<file path="config.mk">
export PLATFORM = sky130hd
export DESIGN_NAME = mem_access_stage
export DESIGN_NICKNAME = d
export VERILOG_FILES = /design/src/rtl/mem_stage_pkg.sv /design/src/rtl/mem_lane_align.sv /design/src/rtl/mem_access_stage.sv
export SDC_FILE = /design/constraint.sdc
export NUM_CORES = 1
export LEC_CHECK = 0
export BUFFER_PORTS_ARGS = -buffer_cell sky130_fd_sc_hd__buf_2
export CAP_MARGIN = 40
export CORE_ASPECT_RATIO = 0.9
export CORE_MARGIN = 2
export CORE_UTILIZATION = 45
export DETAILED_ROUTE_END_ITERATION = 8
export MAX_ROUTING_LAYER = met4
export PLACE_DENSITY = 0.74
export REMOVE_ABC_BUFFERS = 1
export SETUP_SLACK_MARGIN = 0.5
export SLEW_MARGIN = 20
export SYNTH_ARGS = -nofsm -noshare
export SYNTH_HDL_FRONTEND = slang
export SYNTH_HIERARCHICAL = 1
export SYNTH_SLANG_ARGS = --single-unit
</file>
<file path="constraint.sdc">
create_clock -name clk -period 2.2 [get_ports clk]
set_clock_uncertainty 0.2 [all_clocks]
set_input_delay 0.11 -clock clk [delete_from_list [all_inputs] [get_ports clk]]
set_output_delay 0.11 -clock clk [all_outputs]
set_load 0.01 [all_outputs]
</file>
<file path="src/rtl/mem_stage_pkg.sv">
// Shared definitions for the MEM pipeline stage: access codes, FSM encoding and
// small decode helpers used by the stage and its lane aligner.
package mem_stage_pkg;

    localparam logic [3:0] ACC_NONE = 4'd0;
    localparam logic [3:0] ACC_LB   = 4'd1;
    localparam logic [3:0] ACC_LH   = 4'd2;
    localparam logic [3:0] ACC_LW   = 4'd3;
    localparam logic [3:0] ACC_LBU  = 4'd4;
    localparam logic [3:0] ACC_LHU  = 4'd5;
    localparam logic [3:0] ACC_SB   = 4'd6;
    localparam logic [3:0] ACC_SH   = 4'd7;
    localparam logic [3:0] ACC_SW   = 4'd8;

    typedef enum logic [1:0] {
        ST_IDLE = 2'd0,
        ST_REQ  = 2'd1,
        ST_WAIT = 2'd2,
        ST_DONE = 2'd3
    } mem_state_e;

    function automatic logic is_mem_op(input logic [3:0] acc);
        return (acc >= ACC_LB) && (acc <= ACC_SW);
    endfunction

    function automatic logic is_load(input logic [3:0] acc);
        return (acc >= ACC_LB) && (acc <= ACC_LHU);
    endfunction

    // Halfwords need an even address, words a 4-byte-aligned one.
    function automatic logic is_misaligned(input logic [3:0] acc, input logic [1:0] off);
        logic mis;
        mis = 1'b0;
        case (acc)
            ACC_LH, ACC_LHU, ACC_SH: mis = off[0];
            ACC_LW, ACC_SW:          mis = (off != 2'b00);
            default:                 mis = 1'b0;
        endcase
        return mis;
    endfunction

endpackage

</file>
<file path="src/rtl/mem_lane_align.sv">
// Combinational byte-lane logic: sign/zero extension of load data and store
// strobe generation with lane-replicated write data.
module mem_lane_align
    import mem_stage_pkg::*;
(
    input  logic [3:0]  access,
    input  logic [1:0]  off,
    input  logic [31:0] wd,
    input  logic [31:0] rdata,
    output logic [31:0] ld_data,
    output logic [3:0]  wstrb,
    output logic [31:0] wdata
);

    logic [7:0]  rd_byte [4];
    logic [7:0]  sel_byte;
    logic [15:0] sel_half;

    genvar gi;
    generate
        for (gi = 0; gi < 4; gi++) begin : g_lane
            assign rd_byte[gi] = rdata[8*gi +: 8];
        end
    endgenerate

    // Halfword selection only looks at off[1]; an odd offset is truncated.
    assign sel_byte = rd_byte[off];
    assign sel_half = off[1] ? rdata[31:16] : rdata[15:0];

    always_comb begin
        ld_data = '0;
        wstrb   = '0;
        wdata   = '0;
        case (access)
            ACC_LB:  ld_data = {{24{sel_byte[7]}}, sel_byte};
            ACC_LBU: ld_data = {24'd0, sel_byte};
            ACC_LH:  ld_data = {{16{sel_half[15]}}, sel_half};
            ACC_LHU: ld_data = {16'd0, sel_half};
            ACC_LW:  ld_data = rdata;
            ACC_SB: begin
                wstrb = 4'b0001 << off;
                wdata = {4{wd[7:0]}};
            end
            ACC_SH: begin
                wstrb = off[1] ? 4'b1100 : 4'b0011;
                wdata = {2{wd[15:0]}};
            end
            ACC_SW: begin
                wstrb = 4'hF;
                wdata = wd;
            end
            default: ;
        endcase
    end

endmodule

</file>
<file path="src/rtl/mem_access_stage.sv">
// MEM stage of the RV32 pipeline: req/ready + rvalid handshake to data memory with
// timeout abort. Optional alignment trap enabled by defining MEM_MISALIGN_CHK_EN.
module mem_access_stage
    import mem_stage_pkg::*;
#(
    parameter int TIMEOUT_CYCLES = 255
) (
    input  logic        clk,
    input  logic        rst,
    input  logic        valid_in,
    input  logic [3:0]  access_in,
    input  logic        we_in,
    input  logic [31:0] addr_in,
    input  logic [31:0] wd_in,
    input  logic        pipe_adv,
    output logic        stall_req,
    output logic [31:0] rd_data_out,
    output logic        bus_err,
    output logic        mem_req,
    output logic        mem_we,
    output logic [31:0] mem_addr,
    output logic [31:0] mem_wdata,
    output logic [3:0]  mem_wstrb,
    input  logic        mem_ready,
    input  logic        mem_rvalid,
    input  logic [31:0] mem_rdata
`ifdef MEM_MISALIGN_CHK_EN
    ,
    output logic        misalign_err
`endif
);

    localparam logic [7:0] TIMEOUT_LAST = 8'(TIMEOUT_CYCLES - 1);

    mem_state_e  state_reg, state_next;
    logic [3:0]  acc_reg;
    logic [31:0] addr_reg;
    logic [31:0] wd_reg;
    logic        we_reg;
    logic [7:0]  cnt_reg, cnt_next;
    logic [31:0] rd_data_reg;
    logic        bus_err_reg;

    logic        start;
    logic        mis_entry;
    logic        timeout;
    logic [31:0] ld_data;
    logic [3:0]  st_wstrb;
    logic [31:0] st_wdata;

    assign start = valid_in & is_mem_op(access_in);

`ifdef MEM_MISALIGN_CHK_EN
    logic misalign_reg;
    assign mis_entry    = start & is_misaligned(access_in, addr_in[1:0]);
    assign misalign_err = misalign_reg;
`else
    assign mis_entry = 1'b0;
`endif

    // A response arriving on the last allowed WAIT cycle still wins over the abort.
    assign timeout = (state_reg == ST_WAIT) & ~mem_rvalid & (cnt_reg == TIMEOUT_LAST);

    always_comb begin
        state_next = state_reg;
        cnt_next   = '0;
        case (state_reg)
            ST_IDLE: begin
                if (mis_entry)
                    state_next = ST_DONE;
                else if (start)
                    state_next = ST_REQ;
            end
            ST_REQ: begin
                if (mem_ready)
                    state_next = ST_WAIT;
            end
            ST_WAIT: begin
                if (mem_rvalid || timeout)
                    state_next = ST_DONE;
                else
                    cnt_next = cnt_reg + 8'd1;
            end
            ST_DONE: begin
                if (pipe_adv)
                    state_next = ST_IDLE;
            end
            default: state_next = ST_IDLE;
        endcase
    end

    always_ff @(posedge clk) begin
        if (rst) begin
            state_reg   <= ST_IDLE;
            acc_reg     <= ACC_NONE;
            addr_reg    <= '0;
            wd_reg      <= '0;
            we_reg      <= 1'b0;
            cnt_reg     <= '0;
            rd_data_reg <= '0;
            bus_err_reg <= 1'b0;
        end else begin
            state_reg   <= state_next;
            cnt_reg     <= cnt_next;
            bus_err_reg <= timeout;
            if (state_reg == ST_IDLE && start) begin
                acc_reg  <= access_in;
                addr_reg <= addr_in;
                wd_reg   <= wd_in;
                we_reg   <= we_in;
            end
            if (state_reg == ST_WAIT && mem_rvalid) begin
                if (is_load(acc_reg))
                    rd_data_reg <= ld_data;
            end else if (timeout || (state_reg == ST_IDLE && mis_entry)) begin
                rd_data_reg <= '0;
            end
        end
    end

`ifdef MEM_MISALIGN_CHK_EN
    always_ff @(posedge clk) begin
        if (rst)
            misalign_reg <= 1'b0;
        else
            misalign_reg <= (state_reg == ST_IDLE) & mis_entry;
    end
`endif

    mem_lane_align u_lane_align (
        .access  (acc_reg),
        .off     (addr_reg[1:0]),
        .wd      (wd_reg),
        .rdata   (mem_rdata),
        .ld_data (ld_data),
        .wstrb   (st_wstrb),
        .wdata   (st_wdata)
    );

    assign stall_req   = ((state_reg == ST_IDLE) & start) |
                         (state_reg == ST_REQ) | (state_reg == ST_WAIT);
    assign mem_req     = (state_reg == ST_REQ);
    assign mem_we      = we_reg;
    assign mem_addr    = {addr_reg[31:2], 2'b00};
    assign mem_wdata   = st_wdata;
    assign mem_wstrb   = st_wstrb;
    assign rd_data_out = rd_data_reg;
    assign bus_err     = bus_err_reg;

endmodule

</file>
### Word-level counts from Yosys, hierarchy flattened

Index checks and enable logic that the tools add are counted.

* add/subtract/negate cells: 1
* $lt $le $gt $ge: 5
* eq/ne operators: 17
* shifts and indexed selects: 1
* muxes and demuxes: 16
* bitwise gates (word level): 9
* reduce and logical (&&, ||, !) cells: 10

Operator list (number)
* $pmux W32 S5: 1
* $mux W32: 3
* $pmux W32 S3: 1
* $bmux W8 S2: 1
* $eq A4 B3 Y1 const B: 4
* $mux W16: 1
* $mux W8: 2
* $pmux W4 S3: 1
* $add A8 B1 Y8 const B: 1
* $eq A4 B2 Y1 const B: 2
* $eq A8 B8 Y1 const B: 1
* $ge A4 B1 Y1 const B: 2
* $mux W2: 4
* $pmux W2 S4: 1
* $ne A2 B2 Y1 const B: 3
* $and A1 B1 Y1: 4
* $eq A2 B2 Y1 const B: 2
* $eq A4 B1 Y1 const B: 1
* $eq A4 B4 Y1 const B: 1
* $le A4 B3 Y1 const B: 1
* $le A4 B4 Y1 const B: 1
* $logic_and A1 B1 Y1: 4
* $mux W4: 1
* $ne A2 B1 Y1 const B: 2
* 12 further kinds: 14

* register bits after elaboration: 112
* bits of input ports: 107
* output and inout bits: 104
* logic and storage cells: 67

### Depth between registers and ports, before layout

* depth in word-level cells: 7
* depth in mapped cells: 9
* mapped depth without buffers: 6

### By module

The synthesis kept the hierarchy.

By module, submodules not included
* mem_access_stage: instances 1, cells an instance 475, area an instance 4603.2 µm², sequential area each 2242.2 µm²
* mem_lane_align: instances 1, cells an instance 202, area an instance 1249.9 µm², sequential area each 0.0 µm²

### Worst setup path after synthesis

Ideal clock, no wire load.

* path kind: reg2reg
* start point: register acc_reg[3]
* end point: register rd_data_reg[13] (netlist: rd_data_out[13])
* library setup time: 0.132 ns
* arrival: 1.753 ns
* required time: 1.868 ns
* setup slack: 0.114 ns
* cell stages (with the launch flop): 9
* path buffers: 2
* clock period less this slack: 2.086 ns
* cells stage by stage: dfxtp_1 > buf_4 > nor2_1 > and3_1 > a311o_1 > buf_2 > a221o_1 > nand4_1 > a21oi_1

* word-level cells in the longest chain between the ends: 4
* elaborated cells on any way between the ends: 13
* classes of those cells: order compare (2); eq/ne (6); mux (3); reduce/logical (2)

Ends and longest elaborated chain
* start: declaration: line mem_access_stage.sv:36 `logic [3:0] acc_reg;`
* start signal: assignment: line mem_access_stage.sv:107 `acc_reg <= access_in;`
* $eq A4 B2 Y1, or another cell as far along: line mem_lane_align.sv:34 `case (access)`
* $pmux W32 S5 (*): line mem_lane_align.sv:34
* named net ld_data[13]: line mem_access_stage.sv:47 `logic [31:0] ld_data;`
* $mux W32 (*): line mem_access_stage.sv:113 `if (is_load(acc_reg))`
* $mux W32 (*): line mem_access_stage.sv:112 `if (state_reg == ST_WAIT && mem_rvalid) begin`
* end signal: assignment: line mem_access_stage.sv:114 `rd_data_reg <= ld_data;`
* end: declaration: line mem_access_stage.sv:41 `logic [31:0] rd_data_reg;`

The timed path passes the listed nets; every way through them passes the cells marked *. The select of a mux whose other input is x is not followed.
A chain may end at the register's enable or synchronous reset.

### Worst setup path after layout

* start point: register acc_reg[2]
* end point: register rd_data_reg[4] (netlist: rd_data_out[4])

Same word-level chain as after synthesis.

==> impl_metrics.tcl <==
set metrics [dict create \
    hold_end "rd_data_out[10]$_SDFFE_PP0P_" \
    antenna_found_initial 0 \
    min_period_ns 2.15 \
    yosysSeqAreaShare_pct 38.3 \
    ant_nets 0 \
    arrival_ns 2.19 \
    rows 39 \
    cts_root_buf "clkbuf_16" \
    synth_cell_types 48 \
    intPower_mw 4.49 \
    max_freq_mhz 465 \
    drive_gt1_share_pct 43.1 \
    holdPathStages 5 \
    netlist.area_leader.share_pct 38.3 \
    syn_avg_cell_area_sq_um 8.65 \
    async_reset_ff_share_pct 0 \
    area_delta_synth_final_pct 65.9 \
    yosysWarnings 6 \
    worst_path_largest_cell_delay_ns 0.36 \
    slowest_stage "dfxtp_4" \
    syn_inst 677 \
    setup_tns_ns 0 \
    antenna_cells 0 \
    p_leak_nw 4.57 \
    reg2reg_depth 8 \
    gp_congestion 0.877 \
    crit_fanout 6 \
    grt_overflow 0 \
    pwr-share-clk_pct 24.5 \
    wl_met1_um 8560 \
    yosysTopAreaCell "dfxtp_1" \
    dpl-instance-area_sq_um 6900 \
    rrSetupSlack_ns 0.05 \
    switching_share_pct 33.3 \
    vias 6736 \
    finalWorstSetupSlack_ns 0.0503 \
    path_cells "buf_6 > buf_6 > o211ai_1 > a21oi_1 > buf_4 > a221o_1 > nand4_1 > a21oi_1" \
    critical_path_class "register to register" \
    yosys-top-cells-area "dfxtp_1 38%, mux2i_1 15%, nor2_1 5.4%" \
    synth-seq-cells 112 \
    reg2reg_to "rd_data_out[4]$_SDFFE_PP0P_" \
    cts_tree "built" \
    clock_path_buffers 2 \
    p_switching_mw 2.24 \
    pre_cts_ws_ns 0.0725 \
    hold_viol 0 \
    crit_required_ns 2.24 \
    synthTopCellsByCount "112 x dfxtp_1, 89 x mux2i_1, 84 x nor2_1" \
    cts.sinks 112 \
    clk_pin_slew_ns 0.08 \
    drt_pass1_iterations 9 \
    ys.flop_type "dfxtp_1" \
    cts_max_level 3 \
    die_h_um 112 \
    start_util_pct 46.1 \
    drc 0 \
    routed_via_density 5.75 \
    min_path_type "input port to register" \
    power.density_nw_per_um2 693 \
    power_frac_seq_pct 35.1 \
    slew_viol_final 0 \
    grt_start_max_net_pins 59 \
    drt_wl_total_um 22800 \
    power_frac_comb_pct 40.3 \
    finalSetupViolCount 0 \
    die_x_um 124 \
    topRoutingLayerUsed "met4" \
    wl_met2_um 10900 \
    grt_pass1_wl_um 33800 \
    cap_violations 0 \
    r2r_start "acc_reg[2]$_SDFFE_PP0P_" \
    hpwlAfterDp_um 11300 \
    die_area_sq_um 13900 \
    synth.most_common_cell "dfxtp_1" \
    post-route-period-util_pct 97.7 \
    grt_pass1_vias 6625 \
    drt_first_iter_violations 938 \
    finalInstanceArea_sq_um 9710 \
    avgRoutedWirePerCell_um 19.4 \
    numCtsBuffers 9 \
    synth_area_sq_um 5850 \
    route.met3.wl_um 2030 \
    holdCritStartpoint "mem_rdata[10]" \
    coreArea_sq_um 12700 \
    io-pin-count 211 \
    clock_latency_ns 0.36 \
    grt_setup_unrepaired "yes" \
    status "finished, final reports clean" \
    cp-end-kind "register" \
    ir_drop_mv 0.598 \
    final_nets 1117 \
    port_buffers 208 \
    grt_usage_pct 30.9 \
    worst_setup_path_start_kind "register" \
    synth-edff-count 0 \
]
==> logic make-up (layout without fill, tap and decap cells) <==
kind of cell / after synthesis / in the layout / share of synthesized area [%]
buffers and inverters: 95 / 423 / 10.4
flip-flops: 112 / 112 / 38.3
adder cells (fa/ha/maj): 7 / 7 / 1.50
multiplexers: 90 / 90 / 15.6
AND/OR/NAND/NOR: 260 / 261 / 21.1
other: 1 / 2 / 0.0641
XOR/XNOR: 7 / 7 / 1.05
AO/OA/AOI/OAI: 105 / 106 / 12.0
==> final cells by class <==
cell class / instances / area, sq um
multi-input combinational: 473 / 3520
clock buffer: 9 / 225
tap: 164 / 205
clock inverter: 7 / 72.6
fill: 795 / 2970
inverter: 7 / 33.8
timing repair buffer: 400 / 3380
sequential: 112 / 2270
==> power groups by stage <==
stage / registers, mW / logic, mW / clock network [mW]
2_1_floorplan: 2.42 / 0.923 / 0
4_1_cts: 2.34 / 2.38 / 1.69
5_1_grt: 2.38 / 2.85 / 1.75
6_report: 2.36 / 2.71 / 1.65
3_5_place_dp: 2.37 / 1.51 / 0
3_3_place_gp: 2.37 / 1.48 / 0
==> metrics by stage <==
| step | util, % | power, mW | hold slack (ns) | instances |
|---|---|---|---|---|
| floorplan | - | 3.34 | -0.0209 | 590 |
| global placement | 54.3 | 3.85 | 0.138 | 997 |
| detailed placement | 54.4 | 3.88 | 0.147 | 998 |
| CTS | 73.1 | 6.41 | 0.00247 | 1161 |
| global route | 76.6 | 6.98 | 0.0280 | 1172 |
| finish | 76.6 | 6.73 | 0.00515 | 1172 |
==> layout by cell type, fill, tap and decap left out, types with 18 or more instances in the layout <==
master	synthesis	routed
buf_4	33	42
buf_6	4	35
nand4_1	34	34
nor2_1	84	80
a21oi_1	35	28
buf_2	14	198
buf_12	0	18
dlygate4sd3_1	0	90
mux2i_1	89	82
nand3_1	43	43
nand2_1	56	30
dfxtp_1	112	102
==> worst max-delay path, delay by kind of cell (launching register included) <==
family	cells	cell delay [ns]
flip-flops	1	0.36
AO/OA/AOI/OAI	4	0.94
buffers and inverters	3	0.43
AND/OR/NAND/NOR	1	0.09
==> routing by layer <==
layer | vias up | global-route usage, %
met1 | 3098 | 34.7
met2 | 462 | 50.6
met5 | - | -
met4 | 0 | 15.5
li1 | 3028 | -
met3 | 148 | 8.77
==> worst max-delay path by stage <==
| stage | end | cells after the start | slack (ns) | start |
|---|---|---|---|---|
| floorplan | acc_reg[0]$_SDFFE_PP0P_ | 5 | -2.31 | state_reg[0]$_SDFFE_PP0P_ |
| global placement | rd_data_out[21]$_SDFFE_PP0P_ | 7 | 0.1 | addr_reg[1]$_SDFFE_PP0P_ |
| detailed placement | rd_data_out[31]$_SDFFE_PP0P_ | 7 | 0.07 | addr_reg[1]$_SDFFE_PP0P_ |
| CTS | mem_wdata[12] | 7 | 0.15 | acc_reg[3]$_SDFFE_PP0P_ |
| global route | rd_data_out[4]$_SDFFE_PP0P_ | 8 | 0.03 | acc_reg[1]$_SDFFE_PP0P_ |
| finish | rd_data_out[4]$_SDFFE_PP0P_ | 8 | 0.05 | acc_reg[2]$_SDFFE_PP0P_ |
==> repair_timing <==
action,4_1_cts,5_1_grt
pin swaps,57,53
setup endpoints to repair,145,142
setup buffers,43,8
hold buffers,90,0
gates resized for setup,145,84
hold endpoints to repair,96,0
cloned,14,3
Note: power is estimated with default switching activity, not from simulation.
